==> config.mk <==
export PLATFORM = sky130hd
export DESIGN_NAME = booth_mult_param_flat
export DESIGN_NICKNAME = d
export VERILOG_FILES = /design/src/rtl/booth_mult_param_if.sv /design/src/rtl/booth_mult_param.sv /design/src/flat_wrapper.sv
export SDC_FILE = /design/constraint.sdc
export NUM_CORES = 1
export LEC_CHECK = 0
export BUFFER_PORTS_ARGS = -buffer_cell sky130_fd_sc_hd__buf_4
export CELL_PAD_IN_SITES_DETAIL_PLACEMENT = 0
export CELL_PAD_IN_SITES_GLOBAL_PLACEMENT = 2
export CORE_UTILIZATION = 34
export DETAILED_ROUTE_END_ITERATION = 6
export PLACE_DENSITY_LB_ADDON = 0.1
export SYNTH_ARGS = -nofsm -noshare
export SYNTH_HDL_FRONTEND = slang
export SYNTH_SLANG_ARGS = --single-unit
export TNS_END_PERCENT = 30
==> constraint.sdc <==
create_clock -name clk -period 3.08 [get_ports clk]
set_input_delay 0.154 -clock clk [delete_from_list [all_inputs] [get_ports clk]]
set_output_delay 0.154 -clock clk [all_outputs]
set_load 0.005 [all_outputs]
==> src/rtl/booth_mult_param_if.sv <==
// Handshake/operand bundle for the radix-2 Booth multiplier.
// The master drives the request and operands; the slave (multiplier) returns status and product.
interface booth_mult_param_if #(
    parameter int unsigned DW = 16
);
    logic                sync_clr;
    logic                start;
    logic                signed_mode;
    logic [DW-1:0]       multiplicand;
    logic [DW-1:0]       multiplier;
    logic                busy;
    logic                ready;
    logic [2*DW-1:0]     result;

    modport master (
        output sync_clr,
        output start,
        output signed_mode,
        output multiplicand,
        output multiplier,
        input  busy,
        input  ready,
        input  result
    );

    modport slave (
        input  sync_clr,
        input  start,
        input  signed_mode,
        input  multiplicand,
        input  multiplier,
        output busy,
        output ready,
        output result
    );
endinterface

==> src/rtl/booth_mult_param.sv <==
// Sequential radix-2 Booth multiplier, signed or unsigned operands, fixed latency of DW+2 cycles
// from accepted start to the one-cycle ready pulse.
module booth_mult_param #(
    parameter int unsigned DW = 16
) (
    input logic               clk,
    input logic               rst,
    booth_mult_param_if.slave bus
);
    localparam int unsigned PW  = 2 * DW;
    localparam int unsigned UW  = DW + 2;  // accumulator half, wide enough for A = most-negative
    localparam int unsigned LW  = DW + 2;  // extended multiplier plus Booth guard bit
    localparam int unsigned PBW = UW + LW;
    localparam int unsigned CW  = $clog2(DW + 2);
    localparam logic [CW-1:0] LastCnt = CW'(DW + 1);

    typedef enum logic [1:0] {StIdle, StRun, StDone} state_e;

    state_e           state_q, state_d;
    logic [DW:0]      a_q;
    logic [PBW-1:0]   p_q;
    logic [CW-1:0]    cnt_q;
    logic [PW-1:0]    result_q;

    logic [DW:0]      a_in;
    logic [DW:0]      b_in;
    logic [UW-1:0]    a_ext;
    logic [UW-1:0]    upper;
    logic [UW-1:0]    sum;
    logic [PBW-1:0]   p_step;
    logic             accept;
    logic             finish;

    // Operand extension to DW+1 bits lets one signed Booth engine serve both modes.
    always_comb begin
        a_in = bus.signed_mode ? {bus.multiplicand[DW-1], bus.multiplicand}
                               : {1'b0, bus.multiplicand};
        b_in = bus.signed_mode ? {bus.multiplier[DW-1], bus.multiplier}
                               : {1'b0, bus.multiplier};
    end

    always_comb begin
        a_ext = {a_q[DW], a_q};
        upper = p_q[PBW-1 -: UW];
        sum   = upper;
        case (p_q[1:0])
            2'b01:   sum = upper + a_ext;
            2'b10:   sum = upper - a_ext;
            default: sum = upper;
        endcase
        p_step = {sum[UW-1], sum, p_q[LW-1:1]};
    end

    always_comb begin
        accept = (state_q == StIdle) && bus.start && !bus.sync_clr;
        finish = (state_q == StRun) && (cnt_q == LastCnt);
    end

    always_ff @(posedge clk or posedge rst) begin
        if (rst) begin
            state_q <= StIdle;
        end else begin
            state_q <= state_d;
        end
    end

    always_comb begin
        state_d = state_q;
        if (bus.sync_clr) begin
            state_d = StIdle;
        end else begin
            case (state_q)
                StIdle:  if (bus.start) state_d = StRun;
                StRun:   if (cnt_q == LastCnt) state_d = StDone;
                StDone:  state_d = StIdle;
                default: state_d = StIdle;
            endcase
        end
    end

    always_comb begin
        bus.busy   = (state_q == StRun) || (state_q == StDone);
        bus.ready  = (state_q == StDone);
        bus.result = result_q;
    end

    // After DW+1 steps {upper, multiplier field} holds the full product; the guard bit is dropped.
    always_ff @(posedge clk or posedge rst) begin
        if (rst) begin
            a_q      <= '0;
            p_q      <= '0;
            cnt_q    <= '0;
            result_q <= '0;
        end else if (bus.sync_clr) begin
            cnt_q <= '0;
        end else if (accept) begin
            a_q   <= a_in;
            p_q   <= {{UW{1'b0}}, b_in, 1'b0};
            cnt_q <= '0;
        end else if (finish) begin
            result_q <= p_q[PW:1];
        end else if (state_q == StRun) begin
            p_q   <= p_step;
            cnt_q <= cnt_q + CW'(1);
        end
    end
endmodule

==> src/flat_wrapper.sv <==
// flat-port wrapper written by rule: the top's interface ports become plain ports
module booth_mult_param_flat 
#(
    parameter int unsigned DW = 16
)
  (clk, rst, bus_sync_clr, bus_start, bus_signed_mode, bus_multiplicand, bus_multiplier, bus_busy, bus_ready, bus_result);
  booth_mult_param_if #(.DW(DW)) bus_i ();
  input logic clk;
  input logic rst;
  input wire logic [$bits(bus_i.sync_clr)-1:0] bus_sync_clr;
  input wire logic [$bits(bus_i.start)-1:0] bus_start;
  input wire logic [$bits(bus_i.signed_mode)-1:0] bus_signed_mode;
  input wire logic [$bits(bus_i.multiplicand)-1:0] bus_multiplicand;
  input wire logic [$bits(bus_i.multiplier)-1:0] bus_multiplier;
  output wire logic [$bits(bus_i.busy)-1:0] bus_busy;
  output wire logic [$bits(bus_i.ready)-1:0] bus_ready;
  output wire logic [$bits(bus_i.result)-1:0] bus_result;
  assign bus_i.sync_clr = bus_sync_clr;
  assign bus_i.start = bus_start;
  assign bus_i.signed_mode = bus_signed_mode;
  assign bus_i.multiplicand = bus_multiplicand;
  assign bus_i.multiplier = bus_multiplier;
  assign bus_busy = bus_i.busy;
  assign bus_ready = bus_i.ready;
  assign bus_result = bus_i.result;
  booth_mult_param #(.DW(DW)) u_core (.clk(clk), .rst(rst), .bus(bus_i));
endmodule
==> results of run 1 <==
## worst max path at each step
stage	end	from	cells past startpoint	slack, ns
2_1_floorplan	u_core.p_q[30]	u_core.a_q[2]	12	0.007
3_3_place_gp	u_core.p_q[30]	u_core.p_q[0]	12	0.06
3_5_place_dp	u_core.p_q[30]	u_core.a_q[0]	13	-0.03
4_1_cts	u_core.p_q[30]	u_core.a_q[0]	14	0.003
5_1_grt	u_core.p_q[34]	u_core.a_q[2]	13	-0.15
6_report	u_core.p_q[30]	u_core.a_q[1]	13	0.02
## metal layers
metal	wire, µm	vias up	part of all wire [%]
met2	4890	80	42
li1	-	1847	-
met1	5930	1791	51
met3	546	11	4.7
met4	190	0	1.6
met5	0	-	0
## timing repair
item / in CTS / in global routing
hold buffers: 1 / 0
gates resized for setup: 5 / 8
pin swaps: 11 / 6
endpoints found under the setup margin: 2 / 7
setup buffers: 7 / 1
hold endpoints to repair: 31 / 0
gates cloned: 0 / 0
## placed cells by master (no fill, tap or decap), types with 2 or more instances in the layout
cell type,synthesis,final
sky130_fd_sc_hd__buf_4,0,104
sky130_fd_sc_hd__dfrtp_1,91,91
sky130_fd_sc_hd__mux2_2,46,46
sky130_fd_sc_hd__o21ai_0,29,29
sky130_fd_sc_hd__inv_1,30,29
sky130_fd_sc_hd__xnor2_1,26,26
sky130_fd_sc_hd__a21oi_1,25,24
sky130_fd_sc_hd__ha_1,25,24
sky130_fd_sc_hd__nand2_1,23,22
sky130_fd_sc_hd__nor2_1,27,22
sky130_fd_sc_hd__a222oi_1,16,16
sky130_fd_sc_hd__xor2_1,9,9
sky130_fd_sc_hd__clkbuf_16,0,9
sky130_fd_sc_hd__a32oi_1,8,8
sky130_fd_sc_hd__a22o_1,8,8
sky130_fd_sc_hd__nor3_1,9,7
sky130_fd_sc_hd__nand3_1,7,7
sky130_fd_sc_hd__nand2b_1,5,5
sky130_fd_sc_hd__clkinv_2,0,4
sky130_fd_sc_hd__a21o_1,3,3
sky130_fd_sc_hd__a211oi_1,3,3
sky130_fd_sc_hd__nor2_2,0,3
sky130_fd_sc_hd__o21ai_1,3,3
sky130_fd_sc_hd__nand4_1,3,3
sky130_fd_sc_hd__nor2b_1,3,3
sky130_fd_sc_hd__nor2_4,0,2
sky130_fd_sc_hd__a41oi_2,1,2
sky130_fd_sc_hd__a21oi_2,1,2
sky130_fd_sc_hd__nor3_2,0,2
sky130_fd_sc_hd__nor4_1,3,2
sky130_fd_sc_hd__o22ai_1,2,2
sky130_fd_sc_hd__mux2i_1,2,2
sky130_fd_sc_hd__clkinv_4,0,2
## cells by family (layout without fill, tap and decap cells)
kind of cell,count (synthesis),in the layout,share of synthesized area (%)
buffers and inverters,50,151,3.88
muxes,48,48,11.1
DFF,91,91,46.8
xor gates and xnor gates,35,35,6.30
adders and majority gates,26,26,6.84
and+or+nand+nor,89,89,8.69
AOI/OAI and AO/OA,112,112,16.4
## worst max-delay path: stages, from the launching register on
cell and delay [ns]:
sky130_fd_sc_hd__dfrtp_1 0.39, sky130_fd_sc_hd__inv_1 0.09, sky130_fd_sc_hd__ha_1 0.19, sky130_fd_sc_hd__and3b_2 0.23, sky130_fd_sc_hd__a21oi_1 0.17, sky130_fd_sc_hd__xnor2_1 0.11, sky130_fd_sc_hd__ha_1 0.35, sky130_fd_sc_hd__nand4_1 0.14
sky130_fd_sc_hd__nor2_2 0.07, sky130_fd_sc_hd__a2111oi_4 0.28, sky130_fd_sc_hd__o31ai_2 0.12, sky130_fd_sc_hd__or4_1 0.41, sky130_fd_sc_hd__a21o_1 0.17, sky130_fd_sc_hd__a32o_1 0.23
## power breakdown
part / internal, µW / switching (µW) / leakage [µW] / total [µW]
clock: 554 / 490 / 0.000141 / 1040
sequential: 1370 / 189 / 0.00121 / 1560
combinational: 948 / 1030 / 0.00162 / 1980
total: 2870 / 1710 / 0.00297 / 4590
## cell usage after synthesis, types with 2 or more instances
cell type and count:
sky130_fd_sc_hd__clkbuf_1 17, sky130_fd_sc_hd__mux2i_1 2, sky130_fd_sc_hd__a21oi_1 25, sky130_fd_sc_hd__a41oi_1 2
sky130_fd_sc_hd__nor4_1 3, sky130_fd_sc_hd__nor2b_1 3, sky130_fd_sc_hd__a21o_1 3, sky130_fd_sc_hd__ha_1 25
sky130_fd_sc_hd__o21ai_0 29, sky130_fd_sc_hd__xor2_1 9, sky130_fd_sc_hd__nor2_1 27, sky130_fd_sc_hd__a211oi_1 3
sky130_fd_sc_hd__o21ai_1 3, sky130_fd_sc_hd__nand3_1 7, sky130_fd_sc_hd__buf_1 2, sky130_fd_sc_hd__a22o_1 8
sky130_fd_sc_hd__dfrtp_1 91, sky130_fd_sc_hd__xnor2_1 26, sky130_fd_sc_hd__nand4_1 3, sky130_fd_sc_hd__nand2b_1 5
sky130_fd_sc_hd__mux2_2 46, sky130_fd_sc_hd__inv_1 30, sky130_fd_sc_hd__o22ai_1 2, sky130_fd_sc_hd__a222oi_1 16
sky130_fd_sc_hd__nand2_1 23, sky130_fd_sc_hd__a32oi_1 8, sky130_fd_sc_hd__nor3_1 9
## cell type report
type                            instances  share of cell area [%]
Clock inverter                          7                   0.853
Tap cell                              180                    3.66
Timing Repair Buffer                  105                    12.8
Sequential cell                        91                    37.0
Inverter                               30                    1.85
Multi-Input combinational cell        310                    40.2
Clock buffer                            9                    3.66
## stage by stage
step	utilization, %	cells	TNS [ns]	power (µW)
floorplan	-	451	0	2850
global placement	41.3	707	0	3440
detailed placement	41.3	707	-0.0345	3440
CTS	43.9	731	0	4590
global route	44.2	732	-0.443	4950
finish	44.2	732	0	4590
## sequential cells by signal, indices dropped and copies added, names as in the netlist
register	flops
u_core.a_q	17
u_core.bus.result	32
u_core.cnt_q	5
u_core.p_q	35
u_core.state_q	2
==> results.cfg, run 1 <==
[run_status]
run_status = finished, final reports clean

[placed_design]
pre_cts_slack_ns = -0.0345
port_buffers = 70
post_dp_cell_area_um2 = 5760
gp_congestion = 0.876
dp_hpwl_um = 8410

[power]
power-per-cell-area_nw_per_um2 = 745
leakagePower_uw = 0.00297
max-vdd-ir-drop_v = 0.000299

[floorplanning]
fp.dieArea_um2 = 14800
placeableCoreArea_um2 = 13900
die_width_um = 122
die_height_um = 122
effective_utilization_at_floorplan_pct = 34.9
floorplan.io_pins = 71
rows = 43

[sta]
min_period_ns = 3.06
rsz0062_at_grt = true
headroom_to_the_max_slew_limit_pct = 41.1
final_hold_viol_count = 0
hold-worst-slack_ns = 0.0272
fin_worst_skew_ns = 0.0113
number_of_failing_setup_endpoints_in_the_final_timing_report = 0
slew_viol_final = 0
timing_worst_slew_pin_value_ns = 0.882
fin_worst_setup_slack_ns = 0.0157
post-route-period-util_pct = 99.5
maxClockFrequency_mhz = 326

[worst_setup_path]
highest_net_fanout_along_the_worst_path = 3
worstPathRequired_ns = 3.31
critical_path.reg2reg.startpoint = u_core.a_q[1]
critPathLaunchType = register
crit_path_end_kind = register
regToRegEndpoint = u_core.p_q[30]
crit_arrival_ns = 3.30
setup.reg_to_reg.worst_slack_ns = 0.02
r2r.worst_path.cells = 13
worstSetupPathType = register to register

[detailed_routing]
antenna_left = 0
drcViolationCount = 0
routed_wl_um = 11600
dr_total_vias = 3729
drt_first_pass_iters = 6
viasPerCell = 5.09
wire_per_inst_um = 15.8
detailedRoute.firstIterationViolations = 185

[global_route]
initial_antenna_violation_count = 0
groute.layer.met1.usage_pct = 25.3
grt_remaining_overflow = 0
grt_first_pass_wirelength_um = 19100
gr-usage-met3_pct = 2.95
grt_util_all_layers_pct = 16.9
vias_in_the_first_global_route = 3670
maximum_number_of_pins_on_one_net_before_global_route_repair = 40
globalRoute.busiestLayer = met1
grt_util_met2_pct = 23.7

[synth]
yosys_register_bits = 91
synth-async-reset-ratio_pct = 100
synth_seq_area_share_pct = 46.8
synth-edff-count = 0
yosysUniqueCellTypes = 51
synthTopCellsByArea = sky130_fd_sc_hd__dfrtp_1 (47%), sky130_fd_sc_hd__mux2_2 (11%), sky130_fd_sc_hd__ha_1 (6.4%), sky130_fd_sc_hd__xnor2_1 (4.7%), sky130_fd_sc_hd__a222oi_1 (3.3%)
postSynthCellCount = 451
synthesized_area_per_cell_um2 = 10.8
syn_area_um2 = 4860
synth_area_leader_cell = sky130_fd_sc_hd__dfrtp_1
synth.yosys.warnings = 0
synth.net_count = 514
synth_ff_type = sky130_fd_sc_hd__dfrtp_1
synth_top_area_share_pct = 46.8

[run]
max_cap_viol_count = 0

[cts]
cts-buffers-inserted = 9
cts_tree = yes
root_buffer = sky130_fd_sc_hd__clkbuf_16
cts_buffer_depth = 2
cts.sinks = 91
clk_latency_ns = 0.35
cts.reportedPaths.clkPinSlew_ns = 0.06
htreeDepth = 3

[worst_hold_path]
hold_start = bus_multiplicand[1]
whs_path_depth = 3
worst_hold_path_type = input port to register
hold_path_endpoint = u_core.a_q[1]

[finish]
areaGrowthSynthToFinish_pct = 26.6
finalNetCount = 610
multi_input_comb_area_um2 = 2470
layout.filler_cells = 1325
num_antenna_cells = 0
share_of_final_layout_standard_cells_stronger_than_drive_strength_1_pct = 34.1
design_area_um2 = 6160
seqCellArea_um2 = 2280
(Power assumes the default switching activity.)
==> inputs of run 2 (changes only) <==
Settings changed: ABC_AREA set to 1, CORE_UTILIZATION 34 to 31.
==> results.cfg, run 2 <==
[floorplanning]
die_width_um = 132
die_height_um = 132
floorplan.io_pins = 71
effective_utilization_at_floorplan_pct = 31.7
placeableCoreArea_um2 = 16600
rows = 47
fp.dieArea_um2 = 17500

[cts]
cts_tree = yes
htreeDepth = 3
cts-buffers-inserted = 9
root_buffer = sky130_fd_sc_hd__clkbuf_16
cts.sinks = 91
cts_buffer_depth = 2
clk_latency_ns = 0.35
cts.reportedPaths.clkPinSlew_ns = 0.07

[worst_hold_path]
hold_start = bus_multiplicand[4]
worst_hold_path_type = input port to register

[placed_design]
gp_congestion = 0.819
post-place-cells = 948
port_buffers = 70
dp_hpwl_um = 10300

[finish]
share_of_final_layout_standard_cells_stronger_than_drive_strength_1_pct = 19.2
finalNetCount = 817
mostFrequentLayoutCell = sky130_fd_sc_hd__nand2_1
registers.top_by_ff_count = u_core.p_q
areaGrowthSynthToFinish_pct = 25.4
num_antenna_cells = 0
post_layout_nonfiller_instances = 979
layout.cells.most_common_list = sky130_fd_sc_hd__nand2_1 (174), sky130_fd_sc_hd__dfrtp_1 (91), sky130_fd_sc_hd__inv_1 (88)
largest_register_ffs = 35

[worst_setup_path]
critical_path.reg2reg.startpoint = u_core.a_q[1]
critical-path-top-cell-by-count = sky130_fd_sc_hd__nand2_1
crit_arrival_ns = 3.12
highest_net_fanout_along_the_worst_path = 5
worstPathRequired_ns = 3.31
critPathLaunchType = register
crit_path_cell_trace = inv_2 -> ha_4 -> nand2_4 -> nor2_4 -> nand3_2 -> nor3_4 -> a21oi_1 -> xor2_1 -> ha_1 -> nand2_1 -> o21ai_0 -> and2_1 -> nor2_1 -> nand3_1 -> nand2_1 -> o21ai_0 -> nand2_1
critical-path-slowest-cell = sky130_fd_sc_hd__dfrtp_1
max_stage_delay_ns = 0.39
startpoint_of_the_most_critical_setup_path = u_core.a_q[1]
crit_path_end_kind = register
worstSetupPathType = register to register

[sta]
rsz0062_at_grt = true
fin_worst_skew_ns = 0.00876
number_of_failing_setup_endpoints_in_the_final_timing_report = 0
final_hold_viol_count = 0
post-route-period-util_pct = 93.8
min_period_ns = 2.89
maxClockFrequency_mhz = 346
headroom_to_the_max_slew_limit_pct = 50.9
slew_viol_final = 0
timing_worst_slew_pin_value_ns = 0.735

[synth]
synth_top_area_share_pct = 43.3
synthesized_area_per_cell_um2 = 7.84
synth-async-reset-ratio_pct = 100
postSynthCellCount = 671
synth_seq_area_share_pct = 43.3
synth.net_count = 734
synth.yosys.warnings = 0
synth_area_leader_cell = sky130_fd_sc_hd__dfrtp_1
syn_area_um2 = 5260
synth_ff_type = sky130_fd_sc_hd__dfrtp_1
synth_common_cells = sky130_fd_sc_hd__nand2_1 (181), sky130_fd_sc_hd__dfrtp_1 (91), sky130_fd_sc_hd__inv_1 (91)
yosysUniqueCellTypes = 38
post-synth-top-count-cell = sky130_fd_sc_hd__nand2_1
synth-edff-count = 0
synthTopCellsByArea = sky130_fd_sc_hd__dfrtp_1 (43%), sky130_fd_sc_hd__nand2_1 (13%), sky130_fd_sc_hd__o21ai_0 (6.8%), sky130_fd_sc_hd__inv_1 (6.5%), sky130_fd_sc_hd__ha_1 (5.9%)
yosys_register_bits = 91

[power]
max-vdd-ir-drop_v = 0.000439
post-layout-total-power_uw = 7040
leakagePower_uw = 0.00326
power-per-cell-area_nw_per_um2 = 1070

[detailed_routing]
viasPerCell = 4.64
drcViolationCount = 0
wire_per_inst_um = 14.1
detailedRoute.firstIterationViolations = 188
routed_wl_um = 13800
antenna_left = 0
drt_first_pass_iters = 5
dr_total_vias = 4541

[global_route]
grt_remaining_overflow = 0
grt_first_pass_wirelength_um = 22900
maximum_number_of_pins_on_one_net_before_global_route_repair = 92
vias_in_the_first_global_route = 4436
grt_util_all_layers_pct = 16.7
initial_antenna_violation_count = 0

[run]
max_cap_viol_count = 0

[run_status]
run_status = finished, final reports clean
## run 2: cell count changes after synthesis, sizes merged, moves of 25 or more
cell,previous run,this run
inv,30,95
mux2,46,0
nand2,23,185
nand3,7,37
o21ai,32,78
xnor2,26,1
## run 2: logic make-up (layout without fill, tap and decap cells)
family	Yosys count	after routing	share of synthesized area [%]
and+or+nand+nor	276	276	22.6
AOI/OAI and AO/OA	141	141	15.5
buffers and inverters	116	204	8.82
DFF	91	91	43.3
adders and majority gates	26	26	6.33
xor gates and xnor gates	21	21	3.50
## run 2: cell type report
class | instances | area, µm²
flip-flops and latches | 91 | 2280
repair buffers | 93 | 748
multi-input cells | 464 | 2640
well taps | 220 | 275
clock inverters | 5 | 62.6
inverters | 95 | 360
fillers | 1781 | 9990
clock buffers | 11 | 233
## run 2: what timing repair did
item | 4_1_cts | 5_1_grt
hold buffers | 10 | 0
endpoints found under the setup margin | 0 | 7
hold endpoints to repair | 100 | 0
buffers inserted | 0 | 5
resized for setup | 0 | 32
## run 2: critical path, delay by kind of cell, from the launching register on
family,cells,cell delay [ns]
AOI/OAI and AO/OA,3,0.54
DFF,1,0.39
and+or+nand+nor,10,1.03
buffers and inverters,1,0.09
xor gates and xnor gates,1,0.19
adders and majority gates,2,0.54
## run 2: power breakdown
part / internal [µW] / switching, µW / leakage [µW]
sequential: 1530 / 265 / 0.00121
combinational: 1460 / 2660 / 0.00190
clock: 636 / 488 / 0.000142
## run 2: routing by layer
metal  global-route usage (%)  wire length [µm]
met4                     5.94               170
met1                     23.5              7050
met5                        0                 0
met2                     26.3              6260
met3                     2.19               336
## run 2: through the flow
step           hold WS (ns)  worst slack [ns]  TNS [ns]  util (%)  area, µm²
3_3_place_gp          0.320             0.134         0      36.4       6040
6_report             0.0171             0.191         0      39.8       6600
5_1_grt              0.0161           -0.0556    -0.152      39.8       6600
2_1_floorplan         0.271             0.370         0         -       5260
3_5_place_dp          0.321             0.139         0      36.4       6040
4_1_cts            0.000256             0.108         0      38.8       6440
## run 2: worst paths after layout
kind / endpoint / slack [ns] / cells after the start
max: u_core.p_q[33] / 0.19 / 17
min: u_core.a_q[4] / 0.02 / 3
max reg2reg: u_core.p_q[33] / 0.19 / 17
min reg2reg: u_core.bus.result[1] / 0.48 / 2
max in group asynchronous: u_core.bus.result[1] / 2.22 / 4
min in group asynchronous: u_core.bus.result[16] / 0.47 / 4
